$ cat config.mk
export PLATFORM = sky130hd
export DESIGN_NAME = if_fetch_queue
export DESIGN_NICKNAME = d
export VERILOG_FILES = /design/src/rtl/if_pkg.sv /design/src/rtl/fetch_queue_mem.sv /design/src/rtl/if_fetch_queue.sv
export SDC_FILE = /design/constraint.sdc
export NUM_CORES = 1
export LEC_CHECK = 0
export ABC_CLOCK_PERIOD_IN_PS = 6350
export BUFFER_PORTS_ARGS = -buffer_cell sky130_fd_sc_hd__buf_4
export CAP_MARGIN = 40
export CORE_ASPECT_RATIO = 1.2
export CORE_MARGIN = 2
export CORE_UTILIZATION = 42
export DETAILED_ROUTE_END_ITERATION = 10
export GPL_ROUTABILITY_DRIVEN = 0
export SLEW_MARGIN = 20
export SYNTH_ARGS = -nofsm -noshare
export SYNTH_HDL_FRONTEND = slang
export SYNTH_HIERARCHICAL = 1
export SYNTH_SLANG_ARGS = --single-unit
$ cat constraint.sdc
create_clock -name clk -period 6.35 [get_ports clk]
set_input_delay 0.635 -clock clk [delete_from_list [all_inputs] [get_ports clk]]
set_output_delay 0.635 -clock clk [all_outputs]
set_load 0.01 [all_outputs]
$ cat src/rtl/if_pkg.sv
// Shared constants for the instruction-fetch receive queue.
package if_pkg;
  localparam logic [31:0] NOP_INSTR = 32'h0000_0000;
  localparam int          FQ_DEPTH  = 4;
  localparam int          FQ_DATA_W = 32;
endpackage

$ cat src/rtl/fetch_queue_mem.sv
// DEPTH x WIDTH register array: one synchronous write port, one async read port, no reset.
module fetch_queue_mem #(
  parameter int DEPTH = 4,
  parameter int WIDTH = 64,
  localparam int PTR_W = $clog2(DEPTH)
) (
  input  logic             clk,
  input  logic             we_i,
  input  logic [PTR_W-1:0] waddr_i,
  input  logic [WIDTH-1:0] wdata_i,
  input  logic [PTR_W-1:0] raddr_i,
  output logic [WIDTH-1:0] rdata_o
);
  logic [WIDTH-1:0] mem_q [DEPTH];

  always_ff @(posedge clk) begin
    if (we_i) mem_q[waddr_i] <= wdata_i;
  end

  assign rdata_o = mem_q[raddr_i];
endmodule

$ cat src/rtl/if_fetch_queue.sv
// Fetch-to-decode FIFO: show-ahead head, freeze when full, flush on taken branch.
module if_fetch_queue
  import if_pkg::*;
#(
  parameter int DEPTH  = FQ_DEPTH,
  parameter int DATA_W = FQ_DATA_W,
  localparam int PTR_W = $clog2(DEPTH),
  localparam int CNT_W = PTR_W + 1
) (
  input  logic              clk,
  input  logic              rst,
  input  logic [DATA_W-1:0] if_pc_i,
  input  logic [DATA_W-1:0] if_instr_i,
  input  logic              branch_taken_i,
  input  logic              id_stall_i,
  output logic              freeze_o,
  output logic              id_valid_o,
  output logic [DATA_W-1:0] id_pc_o,
  output logic [DATA_W-1:0] id_instr_o,
  output logic [CNT_W-1:0]  count_o
);
  logic [PTR_W-1:0]    wr_ptr_q, wr_ptr_d, rd_ptr_q, rd_ptr_d;
  logic [CNT_W-1:0]    count_q, count_d;
  logic                push, pop;
  logic [2*DATA_W-1:0] rdata;

  // Full/empty come only from registered count, keeping freeze free of input paths.
  assign freeze_o   = (count_q == CNT_W'(DEPTH));
  assign id_valid_o = (count_q != '0);
  assign push       = !freeze_o && !branch_taken_i && !rst;
  assign pop        = id_valid_o && !id_stall_i && !branch_taken_i;

  always_comb begin
    wr_ptr_d = wr_ptr_q;
    rd_ptr_d = rd_ptr_q;
    count_d  = count_q;
    if (branch_taken_i) begin
      rd_ptr_d = wr_ptr_q;
      count_d  = '0;
    end else begin
      if (push) wr_ptr_d = wr_ptr_q + PTR_W'(1);
      if (pop)  rd_ptr_d = rd_ptr_q + PTR_W'(1);
      count_d = count_q + CNT_W'(push) - CNT_W'(pop);
    end
  end

  always_ff @(posedge clk or posedge rst) begin
    if (rst) begin
      wr_ptr_q <= '0;
      rd_ptr_q <= '0;
      count_q  <= '0;
    end else begin
      wr_ptr_q <= wr_ptr_d;
      rd_ptr_q <= rd_ptr_d;
      count_q  <= count_d;
    end
  end

  fetch_queue_mem #(.DEPTH(DEPTH), .WIDTH(2*DATA_W)) u_mem (
    .clk     (clk),
    .we_i    (push),
    .waddr_i (wr_ptr_q),
    .wdata_i ({if_pc_i, if_instr_i}),
    .raddr_i (rd_ptr_q),
    .rdata_o (rdata)
  );

  assign id_pc_o    = id_valid_o ? rdata[2*DATA_W-1:DATA_W] : '0;
  assign id_instr_o = id_valid_o ? rdata[DATA_W-1:0]        : DATA_W'(NOP_INSTR);
  assign count_o    = count_q;
endmodule
==> impl_metrics.py <==
metrics = {
    "clock_network": {
        "cts_tree": "built",
        "clockBufferDepth": 3,
        "cts_buffers": 25,
        "post_cts_buffers": 0,
        "cts_hold_buffers": 0,
        "clock-sinks": 263,
        "htreeDepth": 1,
        "clk_pin_slew_ns": 0.06,
        "clock_latency_ns": 0.50,
        "cts_root_buf": "clkbuf_16",
        "cts_resized": 0,
    },
    "synth": {
        "synth_xor_area_frac": 0.00343,
        "ys.flop_type": "edfxtp_1",
        "synth_cell_type_count": 30,
        "yosysSeqAreaShare": 0.770,
        "synth-seq-cells": 263,
        "synth_mux_area_frac": 0.143,
        "netlist_instances": 446,
        "synthArstFlopShare": 0.0266,
        "ys_warn_count": 6,
        "syn_area_sq_mm": 0.0102,
        "synth_top_family_by_area": "multiplexers",
        "syn_nets": 517,
        "synth_fa_ha_area_frac": 0.00441,
        "synth-compound-area-share": 0.00221,
        "synth_simple_gate_area_share": 0.0514,
        "synth-edff-count": 256,
        "syn_avg_cell_area_sq_um": 22.9,
    },
    "layout": {
        "finalNetCount": 671,
        "n_antenna_cell": 0,
        "drive_gt1_frac": 0.405,
        "regArea_sq_mm": 0.00787,
        "nFillCells": 1956,
        "multi_input_area_sq_mm": 0.00210,
        "area_growth_pct": 21.5,
    },
    "route": {
        "via_per_inst": 5.07,
        "routedWlPerCell_um": 20.0,
        "drc": 0,
        "ant_nets": 0,
        "wirelength_um": 18800,
        "dr_total_vias": 4752,
        "first_pass_iters": 4,
        "drt_iter0_markers": 255,
    },
    "grt": {
        "antenna_found_initial": 0,
        "grt_overflow": 0,
        "grt_max_degree": 51,
        "grt_pass1_vias": 5221,
        "grt.total_usage": 0.148,
        "grt_pass1_wl_um": 29000,
    },
    "floorplan": {
        "die_h_um": 175,
        "die_w_um": 146,
        "core_region_area_sq_mm": 0.0239,
        "rows": 62,
        "die-area_sq_mm": 0.0256,
        "start_util": 0.427,
        "io_pins": 137,
    },
    "timing": {
        "fin_skew_ns": 0.00465,
        "worst_pin_slew_ns": 0.618,
        "setup_tns_ns": 0,
        "fmax_mhz": 294,
        "setup_viol": 0,
        "hold_violations": 0,
        "layout_min_cycle_time_ns": 3.40,
        "rsz0062_at_grt": "false",
        "slew_viol_final": 0,
        "slew_headroom": 0.588,
        "period_share": 0.536,
    },
    "critical_path": {
        "crit_fanout": 35,
        "critPathRequiredTime_ns": 5.71,
        "r2r_cells": 6,
        "reg2reg_from": "count_o[2]",
        "critPathKind": "reg -> out",
        "cp.arrival_ns": 2.77,
        "startpoint_type": "flop",
        "endpoint": "id_pc_o[31]",
        "regToRegEndpoint": "u_mem/mem_q[0][48]",
        "critPathCaptureType": "primary output",
        "worstSetupStartpoint": "rd_ptr_q[0]",
        "reg2reg_slack_ns": 3.95,
    },
    "power_and_ir_drop": {
        "p_leak_nw": 4.30,
        "peakVddDrop_mv": 0.261,
        "power_per_cell_area_mw_per_mm2": 428,
        "total_power_w": 0.00531,
    },
    "run": {
        "drv_cap": 0,
    },
    "run_status": {
        "outcome": "completed",
    },
    "min_path": {
        "min_path_type": "in -> async",
    },
    "place": {
        "io_buffer_count": 136,
        "place_hpwl_um": 11500,
    },
}
==> report_power, final <==
group	internal (W)	switching, W
registers	0.00211	0.000118
logic	0.000893	0.000770
clock network	0.000844	0.000573
total	0.00385	0.00146
==> cells in the mapped netlist, drive strengths merged, types with 2 or more instances <==
master / number / area (sq um)
edfxtp: 256 / 7690
and2: 64 / 400
mux4: 64 / 1460
buf: 19 / 229
dfrtp: 7 / 175
inv: 6 / 22.5
nor2: 4 / 15.0
nor3: 3 / 31.3
a31oi: 2 / 12.5
and3b: 2 / 17.5
clkbuf: 2 / 8.75
ha: 2 / 25.0
nor3b: 2 / 20.0
o21ai: 2 / 10.0
or3: 2 / 12.5
xnor2: 2 / 17.5
xor2: 2 / 17.5
==> cell families (layout without fill, tap and decap cells) <==
kind of cell / count (synthesis) / in the layout
and+or+nand+nor: 81 / 81
buffers and inverters: 27 / 199
AOI/OAI and AO/OA: 4 / 4
adders and majority gates: 3 / 3
muxes: 64 / 64
DFF: 263 / 263
xor gates and xnor gates: 4 / 4
==> cells in the final DEF, fill, tap and decap left out <==
| cell type | synthesis | routed |
|---|---|---|
| or3_1 | 2 | 2 |
| nor2_1 | 4 | 4 |
| dfrtp_1 | 7 | 5 |
| edfxtp_1 | 256 | 256 |
| nor2b_1 | 1 | 1 |
| buf_16 | 0 | 5 |
| and2_1 | 64 | 64 |
| and3_4 | 0 | 1 |
| ha_1 | 2 | 2 |
| dfrtp_4 | 0 | 2 |
| fa_1 | 1 | 1 |
| clkbuf_16 | 0 | 25 |
| nand2b_1 | 1 | 1 |
| bufinv_16 | 0 | 3 |
| clkinv_1 | 0 | 6 |
| nor3_4 | 1 | 1 |
| nor3b_2 | 1 | 2 |
| clkinvlp_4 | 0 | 1 |
| buf_4 | 0 | 142 |
| inv_2 | 1 | 1 |
| mux4_2 | 60 | 60 |
| clkinv_2 | 0 | 3 |
| xor2_1 | 2 | 2 |
| and3b_4 | 0 | 2 |
| nor3_1 | 1 | 1 |
| a31oi_1 | 2 | 2 |
| o21ai_0 | 2 | 2 |
| mux4_1 | 4 | 4 |
| buf_12 | 6 | 1 |
| nor4b_1 | 1 | 1 |
| clkbuf_1 | 1 | 7 |
| xnor2_1 | 2 | 2 |
| inv_1 | 5 | 5 |
| nor3_2 | 1 | 1 |
==> through the flow <==
| stage | instances | instance area (sq um) | setup slack (ns) | hold slack, ns | utilization |
|---|---|---|---|---|---|
| after global routing | 938 | 12400 | 2.71 | 0.0970 | 0.519 |
| after floorplan | 446 | 10200 | 0.185 | 0.438 | - |
| after CTS | 938 | 12400 | 2.82 | 0.0784 | 0.519 |
| final | 938 | 12400 | 2.95 | 0.0935 | 0.519 |
| after global placement | 886 | 11500 | 3.11 | 0.571 | 0.479 |
| after detailed placement | 893 | 11600 | 3.37 | 0.590 | 0.486 |
==> registers in the layout, summed over array words and instances, names as in the netlist <==
| name | count |
|---|---|
| wr_ptr_q | 2 |
| u_mem/mem_q | 256 |
| rd_ptr_q | 2 |
| count_o | 3 |
==> area by class of cell <==
type                       instances  area share
tap                              320      0.0323
sequential                       263       0.634
inverter                           6     0.00182
timing repair buffer             148      0.0986
multi-input combinational        156       0.169
clock buffer                      32      0.0526
clock inverter                    13      0.0109
==> routing by layer <==
metal  global-route usage  wire, um  vias to the layer above
met5                    0         0                        -
met4               0.0356       264                        0
met3               0.0298      1020                       23
met2                0.273     10200                      114
met1                0.179      7360                     2482
li1                     -         -                     2133
==> worst min-delay path by stage <==
stage | startpoint | depth (start not counted) | end
after floorplan | rst | 1 | count_o[0]
after global placement | wr_ptr_q[1] | 1 | wr_ptr_q[1]
after detailed placement | wr_ptr_q[1] | 1 | wr_ptr_q[1]
after CTS | rst | 2 | count_o[1]
after global routing | rst | 2 | count_o[0]
final | rst | 2 | wr_ptr_q[1]
==> worst max-delay path, stage by stage (launching register included) <==
cell	delay [ns]
dfrtp_4	0.59
buf_16	0.30
buf_4	0.46
mux4_1	0.60
and2_1	0.16
buf_4	0.14
Power figures use the tool's default switching activity.
